--- config.mk ---
export PLATFORM = sky130hd
export DESIGN_NAME = go_sequencer
export DESIGN_NICKNAME = d
export VERILOG_FILES = /design/src/rtl/go_sequencer.sv
export SDC_FILE = /design/constraint.sdc
export NUM_CORES = 1
export LEC_CHECK = 0
export ABC_AREA = 1
export ABC_CLOCK_PERIOD_IN_PS = 2900
export CELL_PAD_IN_SITES_DETAIL_PLACEMENT = 1
export CELL_PAD_IN_SITES_GLOBAL_PLACEMENT = 2
export CORE_MARGIN = 1
export CORE_UTILIZATION = 30
export CTS_BUF_LIST = sky130_fd_sc_hd__clkbuf_16
export DETAILED_ROUTE_END_ITERATION = 6
export PLACE_DENSITY = 0.77
export SETUP_SLACK_MARGIN = 0.5
export SYNTH_ARGS = -nofsm -noshare
export SYNTH_HDL_FRONTEND = slang
export SYNTH_SLANG_ARGS = --single-unit
--- constraint.sdc ---
create_clock -name clk -period 2.9 [get_ports clk]
set_input_delay 0.29 -clock clk [delete_from_list [all_inputs] [get_ports clk]]
set_output_delay 0.29 -clock clk [all_outputs]
set_load 0.05 [all_outputs]
--- src/rtl/go_sequencer.sv ---
// Go/done handshake initiator: a debounced button press launches ROUNDS go pulses, each awaiting done.
// Optional GO_SEQ_SPURIOUS_CHK_EN: done seen in ISSUE or GAP is treated as a protocol error.
module go_sequencer #(
  parameter int unsigned ROUNDS          = 3,
  parameter int unsigned ROUND_W         = 4,
  parameter logic [23:0] TIMEOUT_CYCLES  = 24'd12_000_000,
  parameter logic [15:0] GAP_CYCLES      = 16'd1000,
  parameter logic [19:0] DEBOUNCE_CYCLES = 20'd600_000
) (
  input  logic               clk,
  input  logic               rst,
  input  logic               start_btn,
  input  logic               done,
  output logic               go,
  output logic               busy,
  output logic [ROUND_W-1:0] round,
  output logic               complete,
  output logic               error
);

  localparam logic [2:0] S_IDLE  = 3'd0;
  localparam logic [2:0] S_ISSUE = 3'd1;
  localparam logic [2:0] S_WAIT  = 3'd2;
  localparam logic [2:0] S_GAP   = 3'd3;
  localparam logic [2:0] S_ERROR = 3'd4;

  localparam logic [ROUND_W-1:0] LAST_ROUND = ROUND_W'(ROUNDS);

  logic        btn_meta;
  logic        btn_sync;
  logic        btn_deb;
  logic [19:0] deb_cnt;
  logic        press;

  logic [2:0]         state;
  logic [23:0]        timer;
  logic [15:0]        gap_cnt;
  logic [ROUND_W-1:0] round_inc;
  logic               gap_done;
  logic               timeout_hit;

  assign round_inc   = round + 1'b1;
  assign gap_done    = (GAP_CYCLES == 16'd0) || (gap_cnt == GAP_CYCLES - 16'd1);
  assign timeout_hit = (timer == TIMEOUT_CYCLES - 24'd1);

  // Synchronizer idles at 1 so a reset never looks like a press.
  always_ff @(posedge clk or posedge rst) begin
    if (rst) begin
      btn_meta <= 1'b1;
      btn_sync <= 1'b1;
    end else begin
      btn_meta <= start_btn;
      btn_sync <= btn_meta;
    end
  end

  // press fires on the cycle the debounced level falls; releases are silent.
  always_ff @(posedge clk or posedge rst) begin
    if (rst) begin
      btn_deb <= 1'b1;
      deb_cnt <= '0;
      press   <= 1'b0;
    end else begin
      press <= 1'b0;
      if (btn_sync != btn_deb) begin
        if (deb_cnt == DEBOUNCE_CYCLES - 20'd1) begin
          btn_deb <= btn_sync;
          deb_cnt <= '0;
          press   <= ~btn_sync;
        end else begin
          deb_cnt <= deb_cnt + 20'd1;
        end
      end else begin
        deb_cnt <= '0;
      end
    end
  end

  // NOTE: state and outputs update with non-blocking assignments so every branch sees pre-edge values.
  always_ff @(posedge clk or posedge rst) begin
    if (rst) begin
      state    <= S_IDLE;
      timer    <= '0;
      gap_cnt  <= '0;
      go       <= 1'b0;
      busy     <= 1'b0;
      round    <= '0;
      complete <= 1'b0;
      error    <= 1'b0;
    end else begin
      case (state)
        S_IDLE: begin
          if (press) begin
            state    <= S_ISSUE;
            go       <= 1'b1;
            busy     <= 1'b1;
            round    <= '0;
            complete <= 1'b0;
          end
        end
        S_ISSUE: begin
          go    <= 1'b0;
          timer <= '0;
          state <= S_WAIT;
`ifdef GO_SEQ_SPURIOUS_CHK_EN
          if (done) begin
            state <= S_ERROR;
            busy  <= 1'b0;
            error <= 1'b1;
          end
`endif
        end
        S_WAIT: begin
          timer <= timer + 24'd1;
          // done takes priority over a timeout landing on the same cycle.
          if (done) begin
            round <= round_inc;
            if (round_inc == LAST_ROUND) begin
              state    <= S_IDLE;
              busy     <= 1'b0;
              complete <= 1'b1;
            end else begin
              state   <= S_GAP;
              gap_cnt <= '0;
            end
          end else if (timeout_hit) begin
            state <= S_ERROR;
            busy  <= 1'b0;
            error <= 1'b1;
          end
        end
        S_GAP: begin
          if (gap_done) begin
            state <= S_ISSUE;
            go    <= 1'b1;
          end else begin
            gap_cnt <= gap_cnt + 16'd1;
          end
`ifdef GO_SEQ_SPURIOUS_CHK_EN
          if (done) begin
            state <= S_ERROR;
            go    <= 1'b0;
            busy  <= 1'b0;
            error <= 1'b1;
          end
`endif
        end
        S_ERROR: begin
          if (press) begin
            state <= S_IDLE;
            error <= 1'b0;
          end
        end
        default: begin
          state <= S_IDLE;
          go    <= 1'b0;
          busy  <= 1'b0;
        end
      endcase
    end
  end

endmodule

==> results of run 1 <==
-- Yosys cell counts (2+ instances only) --
cell      count
a21oi_1      12
buf_4         2
dfrtp_1      72
dfstp_2       3
ha_1          5
inv_1        88
inv_2         6
nand2_1     182
nand2_2       6
nand2_4       4
nand3_1      61
nand3_2       2
nand3_4       2
nand3b_1      3
nand4_1      15
nor2_1       95
nor2_2        4
nor2_4        2
nor3_1       15
nor4_1        2
o21ai_0      24
o21ai_1       3
o21bai_1      2
o22ai_1       2
or2_2         3
xnor2_1       4
xor2_1       13
-- worst max-delay path: cells and delay by family, from the launching register on --
family / cells / cell delay, ns
flip-flops: 1 / 0.38
buffers and inverters: 2 / 0.56
AND/OR/NAND/NOR: 2 / 0.40
AO/OA/AOI/OAI: 2 / 0.44
-- power breakdown --
| group | switching (mW) | internal, mW | total, mW |
|---|---|---|---|
| sequential | 0.140 | 1.17 | 1.31 |
| combinational | 0.850 | 0.315 | 1.16 |
| clock | 0.479 | 0.930 | 1.41 |
-- final timing paths --
| kind | cells after the start | startpoint | endpoint |
|---|---|---|---|
| max in group asynchronous | 3 | rst | btn_meta$_DFF_PP1_ |
| worst max-delay path | 6 | state[2]$_DFFE_PP0P_ | round[2]$_DFFE_PP0P_ |
| worst max register to register | 6 | state[2]$_DFFE_PP0P_ | round[2]$_DFFE_PP0P_ |
| min in group clk | 1 | start_btn | btn_meta$_DFF_PP1_ |
| worst min-delay path | 2 | rst | deb_cnt[8]$_DFF_PP0_ |
| worst min register to register | 0 | btn_meta$_DFF_PP1_ | btn_sync$_DFF_PP1_ |
-- routing by layer --
| metal | up-vias | wire length (µm) |
|---|---|---|
| li1 | 2069 | - |
| met1 | 1997 | 5650 |
| met2 | 32 | 6090 |
| met3 | 17 | 222 |
| met4 | 0 | 241 |
| met5 | - | 0 |
-- final cells by class --
class,count,share of cell area [%]
clock buffers,9,4.32
clock inverters,7,2.71
inverters,95,6.88
multi-input cells,467,43.0
flip-flops and latches,75,36.1
well taps,184,4.41
repair buffers,13,2.64
-- cell usage in the layout (no fill, tap or decap), types with 4 or more instances in the layout --
cell,synthesis,routed
nor3_1,15,15
o21ai_0,24,24
xnor2_1,4,4
clkbuf_16,0,9
inv_1,88,88
xor2_1,13,13
ha_1,5,5
nor2_1,95,95
nand2_4,4,4
nand2_2,6,6
a21oi_1,12,12
nand3_1,61,61
inv_2,6,6
bufinv_16,0,4
nand2_1,182,182
dfrtp_1,72,72
nor2_2,4,4
nand4_1,15,15
clkdlybuf4s50_1,0,11
-- per-stage QoR --
step,setup slack [ns],area [µm²]
3_5_place_dp,0.952,4850
3_3_place_gp,1.03,4850
2_1_floorplan,0.705,4510
6_report,0.980,5220
4_1_cts,0.951,5220
5_1_grt,0.747,5220
-- state kept, by name, indices dropped and copies added (netlist names) --
signal and flops:
btn_deb 1, error 1, deb_cnt 20, round 4
timer 24, complete 1, btn_meta 1, go 1
btn_sync 1, busy 1, press 1, state 3
gap_cnt 16
-- cells by family after synthesis --
| kind of cell | share of synthesized area (%) |
|---|---|
| AO/OA/AOI/OAI | 5.63 |
| adder cells (fa/ha/maj) | 1.39 |
| AND/OR/NAND/NOR | 39.4 |
| XOR/XNOR | 3.30 |
| flip-flops | 41.7 |
| buffers and inverters | 8.62 |
==> impl.org, run 1 <==
** Final layout
- Antenna diode instance count :: 0
- The finished layout holds 850 standard cells, fillers aside.
- In the final design database the tool counted 670 nets.
- Relative to the synthesized area, the layout overhead comes to 15.6%.
- Measured on the finished design, the core utilization comes to between 30% and 40%.
- Share of final-layout standard cells stronger than drive strength 1 :: around 7.8%
- Layout filler cell count :: roughly 1800
- Area of the multi-input gates :: ~0.0022 mm²
- In the final layout, flip-flops and latches occupy 0.00188 mm².

** Timing
- After routing, the total negative slack on setup checks comes to 0 ns.
- Count of endpoints failing hold in the final timing report :: 0
- Derived from the worst setup path, the maximum achievable clock frequency is between 500 and 600 MHz.
- Minimum clock period :: 1.92 ns
- Hold timing on the final database bottoms out at a slack of ~0.29 ns.
- Tcrit/Tclk final :: around two thirds
- Measured against its own limit, the worst slew margin works out to roughly two thirds.
- At the pin with the least slew margin, the transition time is approximately 0.51 ns.
- RSZ-0062 raised after global routing :: no
- Max-slew violations :: 0
- Final Setup Violations :: 0
- The clock arrives with around 0.007 ns of skew.

** Placed design
- Weighted congestion at the end of routability-driven global placement :: about 0.81
- Buffers placed on the I/O ports in this run total 11.
- Detailed placement finished with a half-perimeter wire length of 9.08 mm.
- Counting tap cells, the placed design contains a total of around 830 instances.

** Routing
- The final layout contains routed wiring with a total length of 12.2 mm.
- Drc violations :: 0
- After detailed routing, the number of vias per cell comes to slightly below 5.
- Detailed-routing iteration count for the pre-antenna-repair pass :: 4
- Number of vias in the routed layout :: ~4000
- Routed wirelength normalized by instance count :: approximately 14 µm
- Initial detailed-routing violation count :: approximately 160
- Final antenna-violating net count :: 0

** Critical path
- STA classifies the critical path endpoint as a register.
- Along the worst path, the maximum fanout reaches 22.
- The setup path with the least slack is of type reg -> reg.
- Data on the critical path is required at its endpoint by about 3.1 ns.
- For flop-to-flop paths, the worst setup slack is 0.98 ns.
- Delay of the slowest critical-path stage :: about 0.38 ns
- Setup crit start kind :: register
- Walking the worst path, the cells encountered are inv_1 -> nand3_4 -> inv_2 -> nand2_1 -> a21oi_1 -> o21ai_0.
- Among all stages on the critical path, the largest delay is contributed by dfrtp_1.
- For the worst setup path, the data arrival time is 2.14 ns.

** Logic synthesis
- The mapped netlist covers ~0.0045 mm².
- Seq/Total Area, Yosys :: between 40% and 50%
- Mean area per synthesized cell :: slightly above 7 µm²
- Total of flip-flops plus latches after synthesis :: 75
- Cells after Synth :: around 640
- The number of nets in the synthesized netlist is 650.
- Warnings, synthesis :: 0
- Area fraction of the dominant cell type after synthesis :: between 30% and 40%
- By area the synthesized netlist is led by dfrtp_1 40%, nand2_1 15%, nor2_1 7.9%.
- Proportion of synthesized flip-flops having asynchronous set or reset :: 100%
- Yosys mapped a number of flops with a built-in enable equal to 0.
- In this run, distinct cell masters in the synthesized netlist total 36.
- Cell taking the most area after synthesis :: dfrtp_1
- For this run, the leading register cell type out of synthesis is dfrtp_1.

** Global routing
- Routing usage on met2 :: 30.1%
- Global routing finished with a remaining overflow of 0.
- For this run, global-route usage on met1 was measured as approximately a fifth.
- Initial antenna violation count :: 0
- Wire length of the first global-routing pass :: between 20 and 25 mm
- In the global route stage, met3 resource usage came out at under 10%.
- The global routing stage identified its most utilized layer as met2.
- Global routing consumed, over all layers together, about 17% of the routing resources.
- The via count of the first global-routing pass was roughly 4400.
- Maximum number of pins on one net before global-route repair :: 32

** Run
- Max-cap violations in this run came to 0.

** Floorplanning
- In this run the standard cell core region covers around 0.015 mm².
- Vertical die dimension :: ~120 µm
- For this configuration, the core starts out at a cell density of 30.9%.
- 12 I/O pins were placed.
- The floorplan has between 40 and 50 rows.
- Total Die Area :: about 0.016 mm²
- Die width :: 125 µm

** Clock network
- CTS tree :: yes
- Buffers inserted to repair hold after CTS numbered 0.
- The clock tree synthesis step divided the H-tree into 3 levels.
- CTS sink count :: 75
- At the later pin of the worst-skew pair, clock insertion delay measures ~0.35 ns.
- CTS-repair resized insts :: 0
- Clock Path Buffers :: 2
- Number of buffers created by CTS :: 9
- Cell at the root of the clock tree :: clkbuf_16
- Number of buffers added for setup after CTS :: 0
- Reg clk slew, reported paths :: approximately 0.06 ns

** Pwr
- Worst IR Drop VDD :: between 0.3 and 0.4 mV
- Pleak :: approximately 2.5 nW
- The design draws between 3 and 4 mW.
- Power per standard cell area :: around 740 mW/mm²

** Hold path
- The tightest min-delay check is of the in -> async type.

** Status
- Status :: completed
(Power assumes the default switching activity.)
==> inputs of run 2 (changes only) <==
--- a/config.mk
+++ b/config.mk
@@ -6,7 +6,7 @@
 export NUM_CORES = 1
 export LEC_CHECK = 0
 export ABC_AREA = 1
-export ABC_CLOCK_PERIOD_IN_PS = 2900
+export ABC_CLOCK_PERIOD_IN_PS = 2000
 export CELL_PAD_IN_SITES_DETAIL_PLACEMENT = 1
 export CELL_PAD_IN_SITES_GLOBAL_PLACEMENT = 2
 export CORE_MARGIN = 1
==> constraint.sdc (replaced) <==
create_clock -name clk -period 2 [get_ports clk]
set_input_delay 0.2 -clock clk [delete_from_list [all_inputs] [get_ports clk]]
set_output_delay 0.2 -clock clk [all_outputs]
set_load 0.05 [all_outputs]
==> run 2 against run 1 <==
Flip-flop and latch count unchanged. Setup slack got worse by 0.53 ns. Hold slack got worse by 0.055 ns. Final area rose by 17%. Sequential power increased by 50%. Final cell count grew 5.4%. Sequential share of layout area fell by 5.1 points. Clock skew down 0.00050 ns. Global-route usage increased by 0.69 points. Core utilization rose by 6.2 points. Via count rose by 6.8%. Clock-buffer cell count unchanged.
==> impl.org, run 2 (synthesized netlist as in run 1, its figures left out) <==
** Status
- The run finished with clean final reports.

** Critical path
- Critical path data arrival time :: between 1.5 and 2 ns
- Setup Crit Path Kind :: reg -> reg
- Worst path required time :: ~2.2 ns
- Along the worst path, the maximum fanout reaches 5.
- The worst setup path is launched from a register.
- R2R Path End :: gap_cnt[11]$_DFFE_PP0P_
- Minimum setup slack among reg-to-reg paths :: approximately 0.45 ns
- The worst setup path is captured at a register.
- Counting cells, the worst reg-to-reg path comes to 9.
- In this run the critical register-to-register path is launched from gap_cnt[13]$_DFFE_PP0P_.

** Final layout
- The finished layout holds between 800 and 900 standard cells, fillers aside.
- Cells with a size suffix above 1 make up around 30% of the layout.
- The area growth from synthesis to layout is 35.7%.
- 0 antenna diodes ended up in the layout.
- The largest registers in the layout are timer (24), deb_cnt (20), gap_cnt (16).
- Most used cells in the layout excluding fill and tap cells :: 141 x nand2_1, 82 x inv_1, 71 x nor2_1, 59 x dfrtp_1, 48 x nand3_1
- Register bank with the most flops :: timer
- The register with the most flip-flops in the layout has 24 of them.
- Post-route core utilization :: approximately two fifths
- The library cell used most frequently in the layout, excluding fill and tap cells, is nand2_1.
- # nets final :: approximately 700

** Timing
- Setup violations remaining at the end of the flow were counted as 0.
- For the final database, setup skew stands at between 0.006 and 0.007 ns.
- At the pin with the least slew margin, the transition time is between 0.4 and 0.5 ns.
- Fmax :: approximately 650 MHz
- Count of endpoints failing hold in the final timing report :: 0
- Tcrit/Tclk final :: between 70% and 80%
- Summed over all failing endpoints, the final setup total negative slack is 0 ns.
- RSZ-0062 raised after global routing :: yes
- In this run the tightest slew margin relative to its limit is 66.9%.
- The smallest clock period supported by the final layout is computed as between 1.5 and 2 ns.
- The number of slew-limit violations in the final report was 0.

** Pwr
- Fraction of power consumed by the clock network :: a little under a third
- Sequential group share of total power :: between 30% and 40%
- Of the total power, the share spent switching nets is about two fifths.
- Switching power :: roughly 2.6 mW
- Power per standard cell area :: 1060 mW/mm²
- Pleak :: roughly 2.8 nW
- Internal power comes to 3.91 mW.
- Per report_power, the combinational group accounts for approximately two fifths of the total.
- Worst IR Drop VDD :: ~0.45 mV
- Post-layout power :: ~6.5 mW

** Clock network
- Clock Path Buffers :: 2
- CTS H-tree lvls :: 3
- CTS tree :: yes
- After clock tree synthesis, the clock-pin slew on the worst setup and hold paths is around 0.060 ns.
- In this run the clock root is driven by a clkbuf_16.
- Number of buffers created by CTS :: 9
- CTS sink count :: between 70 and 80
- Skew-Pair Late Insertion Delay :: 0.35 ns

** Global routing
- Initial antenna violation count :: 0
- The via count of the first global-routing pass was about 4500.
- Across every metal layer, demand over resource in global routing totals roughly 18%.
- Final global-route overflow total :: 0
- Entering global routing, the biggest net connects 32 pins.
- Wire length of the first global-routing pass :: 22.3 mm

** Placed design
- At the end of routability-driven placement, the weighted congestion stood at around 0.80.
- Once detailed placement completed, the half-perimeter wirelength came to 9.31 mm.
- # placed instances :: ~840
- Count of input and output buffers :: 11

** Routing
- In the routed layout, each cell is associated on average with a via count of between 4 and 5.
- The detailed router placed approximately 4400 vias in this run.
- Final antenna-violating net count :: 0
- Dividing the detail-routed wire length by the instance count gives roughly 15 µm.
- For this block, the initial DRC count from the detailed router was around 170.
- Detailed-routing iteration count for the pre-antenna-repair pass :: 4
- Drc violations :: 0
- Final routed wirelength across all metal layers :: approximately 14 mm

** Floorplanning
- The core region is 0.0146 mm².
- Ports :: 12
- In this run the vertical extent of the chip is between 100 and 150 µm.
- From left edge to right edge, the die measures between 100 and 150 µm.
- Starting density of the core :: 30.9%
- The die covers roughly 0.016 mm².
- Row generation in the floorplan step produced between 40 and 50 rows.

** Hold path
- In this run the worst hold path is classified as in -> async.

** Run
- Max-cap violations in this run came to 0.
## run 2: worst max-delay path by stage
| stage | slack (ns) | cells past startpoint | startpoint | endpoint |
|---|---|---|---|---|
| 2_1_floorplan | 0.36 | 10 | round[1]$_DFFE_PP0P_ | gap_cnt[0]$_DFFE_PP0P_ |
| 3_3_place_gp | 0.30 | 10 | deb_cnt[0]$_DFF_PP0_ | deb_cnt[16]$_DFF_PP0_ |
| 3_5_place_dp | 0.24 | 10 | deb_cnt[0]$_DFF_PP0_ | deb_cnt[16]$_DFF_PP0_ |
| 4_1_cts | 0.41 | 9 | round[1]$_DFFE_PP0P_ | gap_cnt[5]$_DFFE_PP0P_ |
| 5_1_grt | 0.35 | 7 | gap_cnt[2]$_DFFE_PP0P_ | gap_cnt[13]$_DFFE_PP0P_ |
| 6_report | 0.45 | 9 | gap_cnt[13]$_DFFE_PP0P_ | gap_cnt[11]$_DFFE_PP0P_ |
## run 2: metrics by stage
step	setup WS (ns)	area, µm²	hold WS, ns
after global routing	0.353	6120	0.276
after floorplan	0.362	4530	0.204
final	0.450	6120	0.230
after CTS	0.407	5690	0.244
after global placement	0.304	4890	0.360
after detailed placement	0.235	4890	0.357
## run 2: power groups by stage
stage                     Combinational, mW  Clock [mW]  Sequential (mW)
after CTS                              2.17        2.06             1.92
after floorplan                        1.11           0             2.06
after global routing                   2.78        2.11             1.99
final                                  2.54        2.01             1.96
after detailed placement               1.74           0             1.95
after global placement                 1.70           0             1.94
## run 2: timing repair
action | in CTS | in global routing
hold buffers | 0 | 0
setup endpoints to repair | 66 | 67
pin swaps | 17 | 26
cloned | 1 | 0
buffers inserted | 23 | 19
resized for setup | 79 | 93
## run 2: per-layer routing
layer  track usage, %  up-vias  share of wire, %
met5                0        -                 0
met1             23.3     2177                45
li1                 -     2163                 -
met4             7.80        0               2.2
met2             29.8       37                51
met3             2.23       18               1.6
## run 2: worst max-delay path: stages (launching register included)
cell and delay (ns):
dfrtp_1 0.44, nor2_1 0.14, nand2_1 0.09, nor2_1 0.15, nand2_2 0.12, nand2_4 0.14
buf_4 0.13, inv_1 0.08, nand2_1 0.11, nand2_2 0.05
## run 2: cell type report
cell class,count,area [µm²]
fill,1756,8460
inverter,95,378
timing repair buffer,58,498
tap,184,230
clock inverter,7,133
clock buffer,9,225
sequential,75,1900
multi-input combinational,468,2760
==> inputs of run 3 (changes only) <==
--- a/config.mk
+++ b/config.mk
@@ -6,7 +6,7 @@
 export NUM_CORES = 1
 export LEC_CHECK = 0
 export ABC_AREA = 1
-export ABC_CLOCK_PERIOD_IN_PS = 2000
+export ABC_CLOCK_PERIOD_IN_PS = 1600
 export CELL_PAD_IN_SITES_DETAIL_PLACEMENT = 1
 export CELL_PAD_IN_SITES_GLOBAL_PLACEMENT = 2
 export CORE_MARGIN = 1
==> constraint.sdc (replaced) <==
create_clock -name clk -period 1.6 [get_ports clk]
set_input_delay 0.16 -clock clk [delete_from_list [all_inputs] [get_ports clk]]
set_output_delay 0.16 -clock clk [all_outputs]
set_load 0.05 [all_outputs]
==> run 3 against run 2 <==
Final cell count is 9.3% higher. Clock power increased by 2%. Non-clock buffer count up 83. Core utilization rose by 9.7 points. Clock skew about the same. Wire length increased by 24%. Critical path type unchanged.
==> impl.org, run 3 (synthesized netlist as in run 1, its figures left out) <==
** Routing
- Detailed-routing iteration count for the pre-antenna-repair pass :: 4
- Number of vias in the routed layout :: about 4900
- After detailed routing, the number of remaining DRC violations is 0.
- Final antenna-violating net count :: 0
- After detailed routing, the average wire length per cell comes to approximately 18 µm.
- For this block, the routed nets add up to between 15 and 20 mm of wire.
- After the first detailed-routing iteration, the DRC count stood at just under 200.
- Via-to-Cell Ratio :: about 5

** Floorplanning
- The core region is roughly 0.015 mm².
- Once the floorplan was initialized, standard cells occupied around 31% of the core.
- Site row count :: 44
- Measured along the x axis, the die boundary spans about 120 µm.
- The floorplan step defined a die boundary enclosing between 0.015 and 0.02 mm².
- During I/O placement, the number of pins put on the boundary was 12.
- Vertical die dimension :: approximately 120 µm

** Clock network
- The clock reaches the later pin of the worst-skew pair after about 0.35 ns.
- CTS sink count :: between 70 and 80
- TritonCTS built the clock tree.
- Number of buffers created by CTS :: 9
- The tree is rooted in a clkbuf_16.
- After clock tree synthesis, the clock-pin slew on the worst setup and hold paths is around 0.060 ns.
- The H-tree was split into 3 levels.
- Count of hold buffers inserted by post-cts repair :: 0
- The clock passes through at most 2 buffers.

** Timing
- RSZ-0062 raised after global routing :: yes
- Fmax :: between 600 and 700 MHz
- Final critical-path setup slack :: around 0.025 ns
- For the pin with the worst max-slew slack, the measured transition is around 0.38 ns.
- In this run the tightest slew margin relative to its limit is around 75%.
- Hold is met by 0.150 ns.
- Final Setup Violations :: 0
- Count of endpoints failing hold in the final timing report :: 0
- Max-slew violations :: 0
- Worst clock skew on the final layout :: around 0.0063 ns
- Minimum clock period :: between 1.5 and 2 ns
- Tcrit/Tclk final :: between 90% and 100%

** Global routing
- Initial antenna violation count :: 0
- The first global-routing pass estimated 24.9 mm of wire.
- Global routing consumed, over all layers together, between 15 and 20% of the routing resources.
- The via count of the first global-routing pass is approximately 5100.
- Summed over all layers, the global routing overflow is 0.
- Entering global routing, the biggest net connects 36 pins.

** Final layout
- The area growth from synthesis to layout is 67.1%.
- In the final layout, the multi-input gates occupy 0.00336 mm².
- Counting the fill cells in the layout gives ~1700.
- For this run, the share of the core covered by cells in the final layout is 51.7%.
- Largest regs :: timer (24), deb_cnt (20), gap_cnt (16)
- Antenna diode instance count :: 0
- Leaving out fill and tap cells, the most frequent cells in the layout are 110 x nand2_1, 85 x buf_4, 69 x inv_1, 56 x nand2_2, 53 x nor2_1.
- The library cell used most frequently in the layout, excluding fill and tap cells, is nand2_1.
- The register with the most flip-flops in the final layout is timer.
- The register with the most flip-flops in the layout has 24 of them.
- Area occupied by registers :: between 0.0015 and 0.002 mm²
- Share of final-layout standard cells stronger than drive strength 1 :: between 50 and 60%
- # nets final :: roughly 800

** Critical path
- Worst path required time :: 1.84 ns
- For this design, the slowest cell found on the critical path is dfrtp_1.
- The worst setup path is launched from a register.
- Kind of end point of the critical path :: register
- Across all register-to-register paths, the minimum setup slack is between 0.02 and 0.025 ns.
- Delay of the slowest critical-path stage :: approximately 0.40 ns
- Setup Crit Path Kind :: reg -> reg
- Counting stages on the worst path, the most repeated cell is nor2_4.
- At the worst endpoint, the arrival time is about 1.8 ns.
- Crit-path cells :: ha_4 -> nand3_4 -> nor2_4 -> nand2_4 -> nor2_4 -> buf_4 -> buf_6 -> xnor2_2 -> nor2_1
- Along the worst path, the maximum fanout reaches 5.

** Status
- The run finished with clean final reports.

** Pwr
- Worst IR Drop VDD :: between 0.6 and 0.7 mV
- Power per standard cell area :: 1210 mW/mm²
- For this design the static power due to leakage is about 3.5 nW.

** Hold path
- Worst Hold Class :: in -> async

** Placed design
- Timing analysis after detailed placement gives a worst setup slack of -0.000911 ns.
- Detail Placement HPWL :: approximately 9.4 mm
- Buffers placed on the I/O ports in this run total 11.
- At the end of routability-driven placement, the weighted congestion stood at roughly 0.82.

** Run
- Count of maximum capacitance violations :: 0
## run 3: changes by cell type in the layout (fill, tap and decap cells not counted), sizes merged, moves of 3 or more
| cell | change |
|---|---|
| clkinv | +5 |
| bufinv | -3 |
| clkdlybuf4s15 | -4 |
| inv | -3 |
| buf | +91 |
| dlygate4sd2 | -3 |
## run 3: worst paths after layout
| kind | startpoint | to | depth (start not counted) |
|---|---|---|---|
| max in group asynchronous | rst | btn_meta$_DFF_PP1_ | 3 |
| setup reg to reg | deb_cnt[1]$_DFF_PP0_ | deb_cnt[8]$_DFF_PP0_ | 9 |
| setup / recovery | deb_cnt[1]$_DFF_PP0_ | deb_cnt[8]$_DFF_PP0_ | 9 |
| min in group clk | start_btn | btn_meta$_DFF_PP1_ | 1 |
| hold / removal | rst | deb_cnt[4]$_DFF_PP0_ | 2 |
| hold reg to reg | btn_meta$_DFF_PP1_ | btn_sync$_DFF_PP1_ | 0 |
## run 3: per-stage QoR
step / setup TNS (ns) / power, mW / cell area, µm² / cells
after detailed placement: -0.00135 / 4.99 / 5240 / 860
after CTS: 0 / 8.13 / 6590 / 940
after global routing: -0.553 / 9.58 / 7540 / 979
final: 0 / 9.13 / 7540 / 979
after global placement: 0 / 4.91 / 5240 / 860
after floorplan: -0.357 / 4.16 / 4710 / 641
## run 3: power by group
part / internal (mW) / total [mW] / switching (mW)
clock: 1.19 / 2.06 / 0.868
sequential: 2.13 / 2.44 / 0.308
combinational: 1.90 / 4.63 / 2.73
total: 5.23 / 9.13 / 3.90
## run 3: area by class of cell
class / count / area share [%]
multi-input cells: 468 / 44.6
flip-flops and latches: 75 / 25.4
repair buffers: 141 / 17.9
inverters: 95 / 5.33
well taps: 184 / 3.05
clock buffers: 9 / 2.99
clock inverters: 7 / 0.797
## run 3: metal layers
layer / GRT usage [%] / routed length [µm] / share of wire, % / vias up
met3: 2.49 / 353 / 2.1 / 40
li1: - / - / - / 2322
met1: 23.6 / 7130 / 41 / 2469
met4: 8.93 / 612 / 3.6 / 0
met2: 35.7 / 9090 / 53 / 68
met5: 0 / 0 / 0 / -
## run 3: what timing repair did
action,CTS,global route
buffers inserted,62,39
gates resized for setup,154,176
pin swaps,64,91
gates cloned,2,0
endpoints found under the setup margin,79,78
## run 3: critical path, delay by kind of cell (launching register included)
| family | cells | cell delay (ns) |
|---|---|---|
| adders and majority gates | 1 | 0.18 |
| buffers and inverters | 2 | 0.24 |
| DFF | 1 | 0.40 |
| xor gates and xnor gates | 1 | 0.09 |
| and+or+nand+nor | 5 | 0.55 |
